**src/rtl/vga_timing_pkg.sv**
```systemverilog
// Shared timing description for the video timing generator: mode record,
// common presets and the per-axis total helper.
package vga_timing_pkg;

  typedef struct packed {
    int unsigned h_display;
    int unsigned h_front;
    int unsigned h_sync;
    int unsigned h_back;
    int unsigned v_display;
    int unsigned v_front;
    int unsigned v_sync;
    int unsigned v_back;
    logic        hsync_pol;
    logic        vsync_pol;
  } vga_timing_t;

  localparam vga_timing_t VGA_640x480_60 =
    '{640, 16, 96, 48, 480, 10, 2, 33, 1'b0, 1'b0};
  localparam vga_timing_t SVGA_800x600_60 =
    '{800, 40, 128, 88, 600, 1, 4, 23, 1'b1, 1'b1};
  localparam vga_timing_t HD_1280x720_60 =
    '{1280, 110, 40, 220, 720, 5, 5, 20, 1'b1, 1'b1};

  function automatic int unsigned total(input int unsigned display,
                                        input int unsigned front,
                                        input int unsigned sync,
                                        input int unsigned back);
    return display + front + sync + back;
  endfunction

endpackage

```
**src/rtl/sync_axis_counter.sv**
```systemverilog
// One timing axis: wrapping position counter plus sync/blank decode that is
// registered from the next position, so it lines up with pos.
module sync_axis_counter
  import vga_timing_pkg::*;
#(
  parameter int unsigned DISPLAY = 640,
  parameter int unsigned FRONT   = 16,
  parameter int unsigned SYNC    = 96,
  parameter int unsigned BACK    = 48,
  parameter bit          POL     = 1'b0,
  parameter int unsigned W       = 12
) (
  input  logic         clk,
  input  logic         reset,
  input  logic         advance,
  output logic         wrap,
  output logic [W-1:0] pos,
  output logic         sync,
  output logic         blank,
  output logic         blank_next
);

  localparam int unsigned TOTAL = total(DISPLAY, FRONT, SYNC, BACK);
  localparam logic [W-1:0] LAST       = W'(TOTAL - 1);
  localparam logic [W-1:0] DISP_END   = W'(DISPLAY);
  localparam logic [W-1:0] SYNC_FIRST = W'(DISPLAY + FRONT);
  localparam logic [W-1:0] SYNC_LAST  = W'(DISPLAY + FRONT + SYNC - 1);

  logic [W-1:0] pos_q, pos_d;
  logic         sync_q, sync_d;
  logic         blank_q, blank_d;

  always_comb begin
    pos_d = pos_q;
    if (advance) begin
      pos_d = (pos_q == LAST) ? '0 : pos_q + 1'b1;
    end
    sync_d  = ((pos_d >= SYNC_FIRST) && (pos_d <= SYNC_LAST)) ? POL : ~POL;
    blank_d = (pos_d >= DISP_END);
  end

  always_ff @(posedge clk) begin
    if (!reset) begin
      pos_q   <= LAST;
      sync_q  <= ~POL;
      blank_q <= 1'b1;
    end else begin
      pos_q   <= pos_d;
      sync_q  <= sync_d;
      blank_q <= blank_d;
    end
  end

  assign wrap       = advance && (pos_q == LAST);
  assign pos        = pos_q;
  assign sync       = sync_q;
  assign blank      = blank_q;
  assign blank_next = blank_d;

endmodule

```
**src/rtl/vga_timing_gen.sv**
```systemverilog
// Video timing generator: two chained axis counters plus the active-area
// flag, line/frame strobes and frame counter, all registered together.
module vga_timing_gen
  import vga_timing_pkg::*;
#(
  parameter int unsigned H_DISPLAY = 640,
  parameter int unsigned H_FRONT   = 16,
  parameter int unsigned H_SYNC    = 96,
  parameter int unsigned H_BACK    = 48,
  parameter int unsigned V_DISPLAY = 480,
  parameter int unsigned V_FRONT   = 10,
  parameter int unsigned V_SYNC    = 2,
  parameter int unsigned V_BACK    = 33,
  parameter bit          HSYNC_POL = 1'b0,
  parameter bit          VSYNC_POL = 1'b0,
  parameter int unsigned CW        = 12,
  parameter int unsigned FW        = 8
) (
  input  logic          clk,
  input  logic          reset,
  input  logic          ce,
  output logic          hsync,
  output logic          vsync,
  output logic          display_on,
  output logic          hblank,
  output logic          vblank,
  output logic [CW-1:0] hpos,
  output logic [CW-1:0] vpos,
  output logic          line_start,
  output logic          frame_start,
  output logic [FW-1:0] frame_count
);

  localparam int unsigned H_TOTAL = total(H_DISPLAY, H_FRONT, H_SYNC, H_BACK);
  localparam int unsigned V_TOTAL = total(V_DISPLAY, V_FRONT, V_SYNC, V_BACK);

  if (H_TOTAL > (64'd1 << CW) || V_TOTAL > (64'd1 << CW)) begin : g_bad_total
    $error("vga_timing_gen: line or frame total does not fit in CW bits");
  end
  if (H_FRONT == 0 || H_SYNC == 0 || H_BACK == 0 ||
      V_FRONT == 0 || V_SYNC == 0 || V_BACK == 0) begin : g_bad_porch
    $error("vga_timing_gen: porch and sync widths must be non-zero");
  end

  logic h_wrap, v_wrap, h_blank_next, v_blank_next;

  sync_axis_counter #(
    .DISPLAY(H_DISPLAY), .FRONT(H_FRONT), .SYNC(H_SYNC), .BACK(H_BACK),
    .POL(HSYNC_POL), .W(CW)
  ) u_h (
    .clk(clk), .reset(reset), .advance(ce), .wrap(h_wrap), .pos(hpos),
    .sync(hsync), .blank(hblank), .blank_next(h_blank_next)
  );

  // Vertical axis steps only when the line wraps, so vsync/vblank move at hpos 0.
  sync_axis_counter #(
    .DISPLAY(V_DISPLAY), .FRONT(V_FRONT), .SYNC(V_SYNC), .BACK(V_BACK),
    .POL(VSYNC_POL), .W(CW)
  ) u_v (
    .clk(clk), .reset(reset), .advance(h_wrap), .wrap(v_wrap), .pos(vpos),
    .sync(vsync), .blank(vblank), .blank_next(v_blank_next)
  );

  logic          display_on_q, display_on_d;
  logic          line_start_q, line_start_d;
  logic          frame_start_q, frame_start_d;
  logic [FW-1:0] frame_count_q, frame_count_d;

  always_comb begin
    display_on_d  = ~h_blank_next & ~v_blank_next;
    line_start_d  = h_wrap;
    frame_start_d = v_wrap;
    frame_count_d = frame_count_q + FW'(v_wrap);
  end

  always_ff @(posedge clk) begin
    if (!reset) begin
      display_on_q  <= 1'b0;
      line_start_q  <= 1'b0;
      frame_start_q <= 1'b0;
      frame_count_q <= '0;
    end else begin
      display_on_q  <= display_on_d;
      line_start_q  <= line_start_d;
      frame_start_q <= frame_start_d;
      frame_count_q <= frame_count_d;
    end
  end

  assign display_on  = display_on_q;
  assign line_start  = line_start_q;
  assign frame_start = frame_start_q;
  assign frame_count = frame_count_q;

endmodule

```
**config.mk**
```make
export PLATFORM = sky130hd
export DESIGN_NAME = vga_timing_gen
export DESIGN_NICKNAME = d
export VERILOG_FILES = /design/src/rtl/vga_timing_pkg.sv /design/src/rtl/sync_axis_counter.sv /design/src/rtl/vga_timing_gen.sv
export SDC_FILE = /design/constraint.sdc
export NUM_CORES = 1
export LEC_CHECK = 0
export BUFFER_PORTS_ARGS = -buffer_cell sky130_fd_sc_hd__buf_2
export CORE_ASPECT_RATIO = 0.7
export CORE_UTILIZATION = 54
export DETAILED_ROUTE_END_ITERATION = 8
export PLACE_DENSITY_LB_ADDON = 0.12
export SYNTH_ARGS = -nofsm -noshare
export SYNTH_HDL_FRONTEND = slang
export SYNTH_SLANG_ARGS = --single-unit
export TNS_END_PERCENT = 50
```
**constraint.sdc**
```tcl
create_clock -name clk -period 2.6 [get_ports clk]
set_input_delay 0.26 -clock clk [delete_from_list [all_inputs] [get_ports clk]]
set_output_delay 0.26 -clock clk [all_outputs]
set_load 0.02 [all_outputs]
```
Yosys cells after proc, flatten, opt, wreduce, memory -nomap -nowiden:

Cells that the tools add are included.
W data, S select, Z words.

* multipliers: 0
* shift-type cells: 0
* add/sub/neg operators: 3
* divide/modulo/power cells: 0
* muxes and demuxes: 6
* equal/unequal tests: 2
* bitwise gates (word level): 3
* reductions and logical operators: 4
* magnitude comparators: 6

Operators by type and width (number)
* $mux W12: 4
* $add A12 B1 Y12 const B: 2
* $eq A12 B10 Y1 const B: 2
* $ge A12 B10 Y1 const B: 2
* $ge A12 B9 Y1 const B: 2
* $le A12 B10 Y1 const B: 1
* $le A12 B9 Y1 const B: 1
* $add A8 B1 Y8: 1
* $logic_and A1 B1 Y1: 4
* $mux W1: 2
* $not A1 Y1: 2
* $and A1 B1 Y1: 1

* RAM bits: 0
* bits in registers: 39
* output and inout port bits: 39
* logic and storage cells: 34
* bits in latches: 0
* ROM bits: 0
* memories: 0

Longest topological paths before layout:

Gate-level depths: netlist of run 1.

* word-level depth: 6
* gate-level depth with buffers: 11
* depth with buffers taken out: 10

Modules after synthesis:

Synthesis of run 1 repeated with hierarchy kept, for this count alone.

* cells, all modules: 225
* area total of the unflattened synthesis: 1993.2 sq um

Modules (own cells, without submodules)
* sync_axis_counter (u_v): area each 798.3 sq um, instances 1, seq. area each 280.3 sq um, cells each 92
* sync_axis_counter (u_h): area each 774.5 sq um, instances 1, seq. area each 280.3 sq um, cells each 92
* vga_timing_gen: area each 420.4 sq um, instances 1, seq. area each 220.2 sq um, cells each 41

Least setup slack after synthesis of run 1:

Ideal clock, no wire load.

* kind: reg2reg
* from: reg u_h.pos_q[1] (netlist: u_h.pos[1])
* to: reg frame_count_q[5] (netlist: frame_count[5])
* arrival: 2.184 ns
* stages on the path, launching flop included: 11
* library setup time: 0.115 ns
* period minus slack after synthesis: 2.299 ns
* path slack: 0.301 ns
* path through: dfxtp_1 -> ha_1 -> and4b_1 -> and4_1 -> buf_4 -> and2_1 -> ha_1 -> and3_1 -> nand3_1 -> xnor2_1 -> and2_1

* cells in the longest elaborated chain, start to end: 4

Ends and longest elaborated chain
* from (decl): RTL line sync_axis_counter.sv:29 `logic [W-1:0] pos_q, pos_d;`
* from (signal assigned): RTL line sync_axis_counter.sv:48 `pos_q <= pos_d;`
* $eq A12 B10 Y1: RTL line sync_axis_counter.sv:54 `assign wrap = advance && (pos_q == LAST);`
* $logic_and A1 B1 Y1 (2 in series): RTL line sync_axis_counter.sv:54
* net frame_start_d: RTL line vga_timing_gen.sv:66 `logic frame_start_q, frame_start_d;`
* $add A8 B1 Y8: RTL line vga_timing_gen.sv:73 `frame_count_d = frame_count_q + FW'(v_wrap);`
* to (signal assigned): RTL line vga_timing_gen.sv:86 `frame_count_q <= frame_count_d;`
* to (decl): RTL line vga_timing_gen.sv:67 `logic [FW-1:0] frame_count_q, frame_count_d;`

The timed path passes the listed nets, and every way through them passes these cells.
A chain may end at the register's enable or synchronous reset.

Worst setup path after layout of run 1:

* from: reg u_v.pos_q[0] (netlist: u_v.pos[0])
* to: reg frame_count_q[4] (netlist: frame_count[4])

* cells in the longest elaborated chain, start to end: 3

Ends and longest elaborated chain (RTL line)
* from (decl): sync_axis_counter.sv:29
* from (signal assigned): sync_axis_counter.sv:48
* $eq A12 B10 Y1: sync_axis_counter.sv:54
* $logic_and A1 B1 Y1: sync_axis_counter.sv:54
* net frame_start_d: vga_timing_gen.sv:66
* $add A8 B1 Y8: vga_timing_gen.sv:73

The timed path passes the listed nets, and every way through them passes these cells.

==> impl_metrics.yaml, run 1 <==
floorplan:
  die_h_um: 53.75
  die_area_mm2: 0.004081
  start_util: 0.5769
  coreArea_mm2: 0.003581
  row_count: 18
  io_pins: 42
  fp.dieW_um: 75.93
clocking:
  post_cts_buffers: 0
  clkTransAtPathRegs_ps: 80
  cts_sinks: 39
  root_buffer: "clkbuf_8"
  ctsResizeCount: 0
  cts_tree: "done"
  clockBufferDepth: 2
  htreeDepth: 2
  holdBufCountCts: 0
  cts_buffers: 5
  insertion_delay_ps: 290
synthesis:
  synth_top_cell_by_area: "dfxtp_1"
  syn_inst: 242
  synth_top_area_frac: 0.3780
  synthTopCellsByArea: "dfxtp_1 (38%), and2_1 (6.1%), xnor2_1 (5.5%)"
  postSynthNetCount: 250
  yosys_register_bits: 39
  synth_cell_types: 49
  ys_seq_area_frac: 0.3780
  synth_edf_count: 0
  synth-async-reset-ratio: 0
  syn_area_mm2: 0.002066
  synthFlopType: "dfxtp_1"
  avgSynthCellArea_um2: 8.536
  yosysWarningCount: 0
placement:
  place_congestion: 0.9771
  hpwl_mm: 3.448
  place_inst: 328
  io_buffers: 41
  placed_area_mm2: 0.002331
  post-place-ws_ps: 256.8
pwr:
  p_int_mw: 1.147
  p_total_mw: 1.792
  p_comb_frac: 0.316
  irDropWorstVdd_v: 0.0004400
  power_density_mw_per_mm2: 733.5
  leakage_nw: 1.040
  swShare: 0.3601
  p_sw_mw: 0.6454
  p_seq_frac: 0.402
  p_clk_frac: 0.282
critical_path:
  critPathSlowestCell: "dfxtp_1"
  cp_max_fo: 10
  crit_required_ps: 2800
  worstPathCellList: "inv_1 > ha_1 > nor4b_1 > and3_1 > and2_1 > ha_1 > ha_1 > nand3_1 > xnor2_1 > and2_1"
  slowest_delay_ps: 410
  cp-end-kind: "register"
  critPathMostFrequentCell: "ha_1"
  rr_worst_depth: 10
  r2r-start: "u_v.pos[0]$_SDFF_PN0_"
  reg2reg_setup_slack_ps: 220
  worstSetupStartpointType: "register"
  crit_start: "u_v.pos[0]$_SDFF_PN0_"
  critical_path_class: "register to register"
  worstSetupEndpoint: "frame_count[4]$_SDFF_PN0_"
  r2r-end: "frame_count[4]$_SDFF_PN0_"
  cp.arrival_ps: 2570
drt:
  vias_per_cell: 5.696
  ant_nets: 0
  wl_per_cell_um: 13.86
  vias: 1914
  route.detailed.drc: 0
  drt_wl_total_mm: 4.656
  drt_iter0_drc: 135
  firstDrtPassIters: 5
timing:
  rsz0062_at_grt: "false"
  slew_headroom: 0.6753
  whs_ps: 318.6
  hold_viol: 0
  setup_viol: 0
  setup_ws_ps: 223.2
  worstMarginPinSlew_ps: 482.6
  finalCritPeriodShare: 0.9141
  max_freq_mhz: 420.7
  period_minus_slack_ps: 2377
  final_max_slew_viol_count: 0
  final.setup_skew_ps: 9.609
  fin_tns_setup_ps: 0
global_route:
  grt_overflow: 0
  grt_pass1_vias: 1611
  grtUsageTotal: 0.2432
  grt_max_degree: 21
  grt_antenna_before_repair: 0
  grt_pass1_wl_mm: 7.707
outcome:
  status: "finished, final reports clean"
hold_path:
  hold_path_class: "primary input to register"
layout:
  fin_nets: 293
  num_antenna_cells: 0
  fillers: 286
  finalCoreUtilization: 0.6824
  fin_cells: 336
  drive_gt1_frac: 0.2203
  final_cell_area_mm2: 0.002444
  syn_to_final_growth_pct: 18.29
run:
  drv_cap: 0
[cells in the final DEF (no fill, tap or decap), types with 8 or more instances in the layout]
| cell | instances |
|---|---|
| nor2_1 | 15 |
| xnor2_1 | 13 |
| and2_1 | 20 |
| nand4_1 | 8 |
| nand2_1 | 17 |
| buf_4 | 8 |
| buf_2 | 41 |
| inv_1 | 8 |
| dfxtp_1 | 39 |
| o21ai_0 | 8 |
| nand3_1 | 17 |
| xor2_1 | 8 |
[how the worst min path moves through the flow]
stage / end / depth (start not counted) / start
finish: u_h.pos[0]$_SDFF_PN1_ / 2 / ce
global route: u_h.pos[0]$_SDFF_PN1_ / 2 / ce
CTS: u_h.pos[0]$_SDFF_PN1_ / 2 / ce
detailed placement: u_h.pos[0]$_SDFF_PN1_ / 2 / u_h.pos[0]$_SDFF_PN1_
global placement: u_h.pos[0]$_SDFF_PN1_ / 2 / u_h.pos[0]$_SDFF_PN1_
floorplan: u_h.pos[0]$_SDFF_PN1_ / 2 / ce
[cell families (layout without fill, tap and decap cells)]
| kind of cell | count (synthesis) | in the layout | synth area share |
|---|---|---|---|
| simple gates | 117 | 117 | 0.3283 |
| flops | 39 | 39 | 0.3780 |
| compound gates | 36 | 36 | 0.1151 |
| xor+xnor | 21 | 21 | 0.08904 |
| buf+inv | 21 | 65 | 0.04482 |
| fa+ha+maj | 5 | 5 | 0.03028 |
| mux | 3 | 3 | 0.01454 |
[synthesized netlist by cell type, drive strengths merged, types with 2 or more instances]
| cell type | count |
|---|---|
| a211o | 2 |
| a21oi | 7 |
| a31o | 2 |
| and2 | 20 |
| and3 | 7 |
| and4 | 2 |
| buf | 4 |
| clkbuf | 9 |
| dfxtp | 39 |
| ha | 5 |
| inv | 8 |
| mux2i | 3 |
| nand2 | 17 |
| nand2b | 3 |
| nand3 | 17 |
| nand4 | 10 |
| nand4b | 2 |
| nor2 | 15 |
| nor2b | 4 |
| nor3 | 8 |
| nor4 | 5 |
| o211ai | 2 |
| o21a | 2 |
| o21ai | 12 |
| xnor2 | 13 |
| xor2 | 8 |
[power groups by stage]
stage | logic [mW] | clock network (mW) | registers [mW]
detailed placement | 0.557 | 0 | 0.733
global route | 0.614 | 0.536 | 0.733
CTS | 0.560 | 0.515 | 0.720
global placement | 0.553 | 0 | 0.733
floorplan | 0.324 | 0 | 0.796
finish | 0.566 | 0.505 | 0.721
[routing by layer]
metal | global-route usage | wire length (µm) | up-vias | part of all wire
li1 | - | - | 945 | -
met4 | 0.06731 | 41 | 0 | 0.0088
met2 | 0.3576 | 1836 | 94 | 0.39
met3 | 0.05085 | 382 | 5 | 0.082
met1 | 0.3591 | 2396 | 870 | 0.51
met5 | 0 | 0 | - | 0
[area by class of cell]
class                           count  area (µm²)  share of cell area
Sequential cell                    39       780.7              0.3195
Tap cell                           50       62.56             0.02560
Clock inverter                      3       43.79             0.01792
Inverter                            8       30.03             0.01229
Multi-Input combinational cell    182        1192              0.4880
Clock buffer                        5       68.82             0.02816
Timing Repair Buffer               49       265.3              0.1086
[worst max-delay path, delay by kind of cell (launching register included)]
family / cells / cell delay [ps]
XOR/XNOR: 1 / 140
buffers and inverters: 1 / 110
AND/OR/NAND/NOR: 5 / 1080
flip-flops: 1 / 410
adder cells (fa/ha/maj): 3 / 540
No activity file was read; power rests on OpenSTA's default activity.
==> run 2, diff against run 1 <==
- PLACE_DENSITY: not set -> 0.82
- PLACE_DENSITY_LB_ADDON: 0.12 -> not set
- SYNTH_HIERARCHICAL: not set -> 1
==> run 2 against run 1 <==
Net effect: synthesized cell count decreased by 7.0%; synthesized area decreased by 3.5%; worst hold slack got worse by 33 ps; via count decreased by 5.5%; critical path depth decreased by 1; sequential cell count unchanged; critical path type unchanged; sequential power decreased by 6.1%; combinational power decreased by 31%; setup slack got worse by 140 ps; global-route usage about the same; clock skew decreased by 1.0 ps.
==> impl_metrics.yaml, run 2 <==
floorplan:
  row_count: 18
  die_area_mm2: 0.003942
  start_util: 0.5637
  fp.dieW_um: 74.62
  io_pins: 42
  die_h_um: 52.83
  coreArea_mm2: 0.003536
timing:
  hold_viol: 0
  setup_ws_ps: 85.59
  final_max_slew_viol_count: 0
  period_minus_slack_ps: 2514
  final.setup_skew_ps: 8.594
  max_freq_mhz: 397.7
  fin_tns_setup_ps: 0
  finalCritPeriodShare: 0.9671
  setup_viol: 0
  slew_headroom: 0.6899
  rsz0062_at_grt: "false"
  worstMarginPinSlew_ps: 462.1
synthesis:
  ys_seq_area_frac: 0.3917
  synth_most_common_cell: "dfxtp_1"
  synthFlopType: "dfxtp_1"
  postSynthNetCount: 233
  synth_top_area_frac: 0.3917
  syn_inst: 225
  synth_common_cells: "dfxtp_1 (39), nand2_1 (23), nor2_1 (21), xnor2_1 (12), xor2_1 (11)"
  yosysWarningCount: 6
  synth_top_cell_by_area: "dfxtp_1"
  synth-async-reset-ratio: 0
  avgSynthCellArea_um2: 8.858
  synth_cell_types: 55
  synthTopCellsByArea: "dfxtp_1 (39%), xnor2_1 (5.3%), xor2_1 (4.8%)"
  yosys_register_bits: 39
  synth_edf_count: 0
  syn_area_mm2: 0.001993
critical_path:
  critical_path_class: "register to register"
  r2r-start: "u_h/pos[5]$_SDFF_PN0_"
  rr_worst_depth: 9
  worstSetupEndpoint: "display_on$_SDFF_PN0_"
  worstPathCellList: "or4_1 > or3_4 > nor2_4 > nand3_4 > or3b_1 > a21oi_2 > o211a_1 > nand2b_1 > nor3b_1"
  r2r-end: "display_on$_SDFF_PN0_"
  critPathSlowestCell: "or4_1"
  cp-end-kind: "register"
  worstSetupStartpointType: "register"
  reg2reg_setup_slack_ps: 90
  cp_num_buf_inv: 0
  crit_required_ps: 2790
  cp_max_fo: 7
  slowest_delay_ps: 490
  cp.depth: 9
  cp.arrival_ps: 2700
  cp_top_family: "simple AND/OR/NAND/NOR gates"
  crit_start: "u_h/pos[5]$_SDFF_PN0_"
clocking:
  cts_buffers: 5
  clkTransAtPathRegs_ps: 80
  holdBufCountCts: 0
  insertion_delay_ps: 290
  cts_tree: "done"
  cts_sinks: 39
  htreeDepth: 2
  clockBufferDepth: 2
  root_buffer: "clkbuf_8"
placement:
  post-place-ws_ps: 17.57
  io_buffers: 41
  place_congestion: 0.8923
  place_inst: 320
  hpwl_mm: 3.336
  placed_area_mm2: 0.002360
global_route:
  grtUsageTotal: 0.2434
  grt_pass1_vias: 1543
  grt_max_degree: 30
  grt_antenna_before_repair: 0
  grt_pass1_wl_mm: 7.113
  grt_overflow: 0
drt:
  vias: 1808
  wl_per_cell_um: 13.58
  drt_wl_total_mm: 4.536
  firstDrtPassIters: 4
  route.detailed.drc: 0
  vias_per_cell: 5.413
  drt_iter0_drc: 90
  ant_nets: 0
run:
  drv_cap: 0
pwr:
  p_int_mw: 0.9806
  leakage_nw: 1.050
  p_sw_mw: 0.4864
  p_total_mw: 1.467
  irDropWorstVdd_v: 0.0003961
  power_density_mw_per_mm2: 587.1
  p_seq_frac: 0.462
  p_clk_frac: 0.272
  p_comb_frac: 0.266
  swShare: 0.3316
layout:
  layout_common_cells: "buf_2 (41), dfxtp_1 (35), nand2_1 (21)"
  fin_cells: 334
  final_cell_area_mm2: 0.002499
  drive_gt1_frac: 0.3028
  num_antenna_cells: 0
  syn_to_final_growth_pct: 25.36
  layout_commonest_cell: "buf_2"
  fin_nets: 291
hold_path:
  hold_depth: 3
  hold_path_class: "primary input to register"
outcome:
  status: "finished, final reports clean"
-- run 2: cell types whose count changed after synthesis, sizes merged, moves of 4 or more --
cell | before | now
and2 | 20 | 8
clkbuf | 9 | 2
nand2 | 17 | 23
nor2 | 15 | 21
a21boi | 0 | 5
nand3 | 17 | 12
a21oi | 7 | 3
and3 | 7 | 3
-- run 2: final cells by class --
cell class / instances / area [µm²]
clock buffers: 6 / 72.57
clock inverters: 2 / 11.26
fillers: 282 / 1037
inverters: 6 / 25.02
multi-input cells: 173 / 1202
flip-flops and latches: 39 / 788.3
well taps: 50 / 62.56
repair buffers: 58 / 336.6
-- run 2: how the worst min path moves through the flow --
| stage | startpoint | endpoint | slack, ps |
|---|---|---|---|
| 2_1_floorplan | reset | u_h/pos[4]$_SDFF_PN1_ | 320 |
| 3_3_place_gp | frame_count[7]$_SDFF_PN0_ | frame_count[7]$_SDFF_PN0_ | 450 |
| 3_5_place_dp | frame_count[7]$_SDFF_PN0_ | frame_count[7]$_SDFF_PN0_ | 460 |
| 4_1_cts | ce | u_h/pos[1]$_SDFF_PN1_ | 290 |
| 5_1_grt | ce | u_h/pos[1]$_SDFF_PN1_ | 310 |
| 6_report | ce | u_h/pos[1]$_SDFF_PN1_ | 290 |
-- run 2: kinds of logic after synthesis --
kind of cell / Yosys count / synth area share
buffers and inverters: 13 / 0.03201
muxes: 2 / 0.01004
DFF: 39 / 0.3917
and+or+nand+nor: 108 / 0.3132
adders and majority gates: 5 / 0.03139
AOI/OAI and AO/OA: 35 / 0.1205
xor gates and xnor gates: 23 / 0.1011
-- run 2: repair_timing --
action	CTS	global route
setup endpoints to repair	0	3
endpoints found under the hold margin	0	0
buffers inserted	0	6
gates resized for setup	0	4
-- run 2: worst min-delay path: stages --
cell,delay (ps)
buf_2,140
nand2_1,60
o21ai_0,60
-- run 2: power by group through the flow --
stage	Combinational [mW]	Sequential [mW]	Clock, mW
finish	0.390	0.677	0.399
CTS	0.378	0.676	0.410
detailed placement	0.376	0.689	0
floorplan	0.225	0.730	0
global placement	0.370	0.688	0
global route	0.424	0.683	0.433
-- run 2: through the flow --
| step | hold WS (ps) | utilization |
|---|---|---|
| 3_5_place_dp | 462.5 | 0.6674 |
| 6_report | 285.5 | 0.7067 |
| 3_3_place_gp | 453.1 | 0.6674 |
| 4_1_cts | 291.6 | 0.6911 |
| 2_1_floorplan | 321.9 | - |
| 5_1_grt | 313.6 | 0.7067 |
-- run 2: layer usage --
metal	track usage	routed length [µm]
met1	0.3391	2274
met2	0.3574	1886
met3	0.06346	319
met4	0.08805	55
met5	0	0
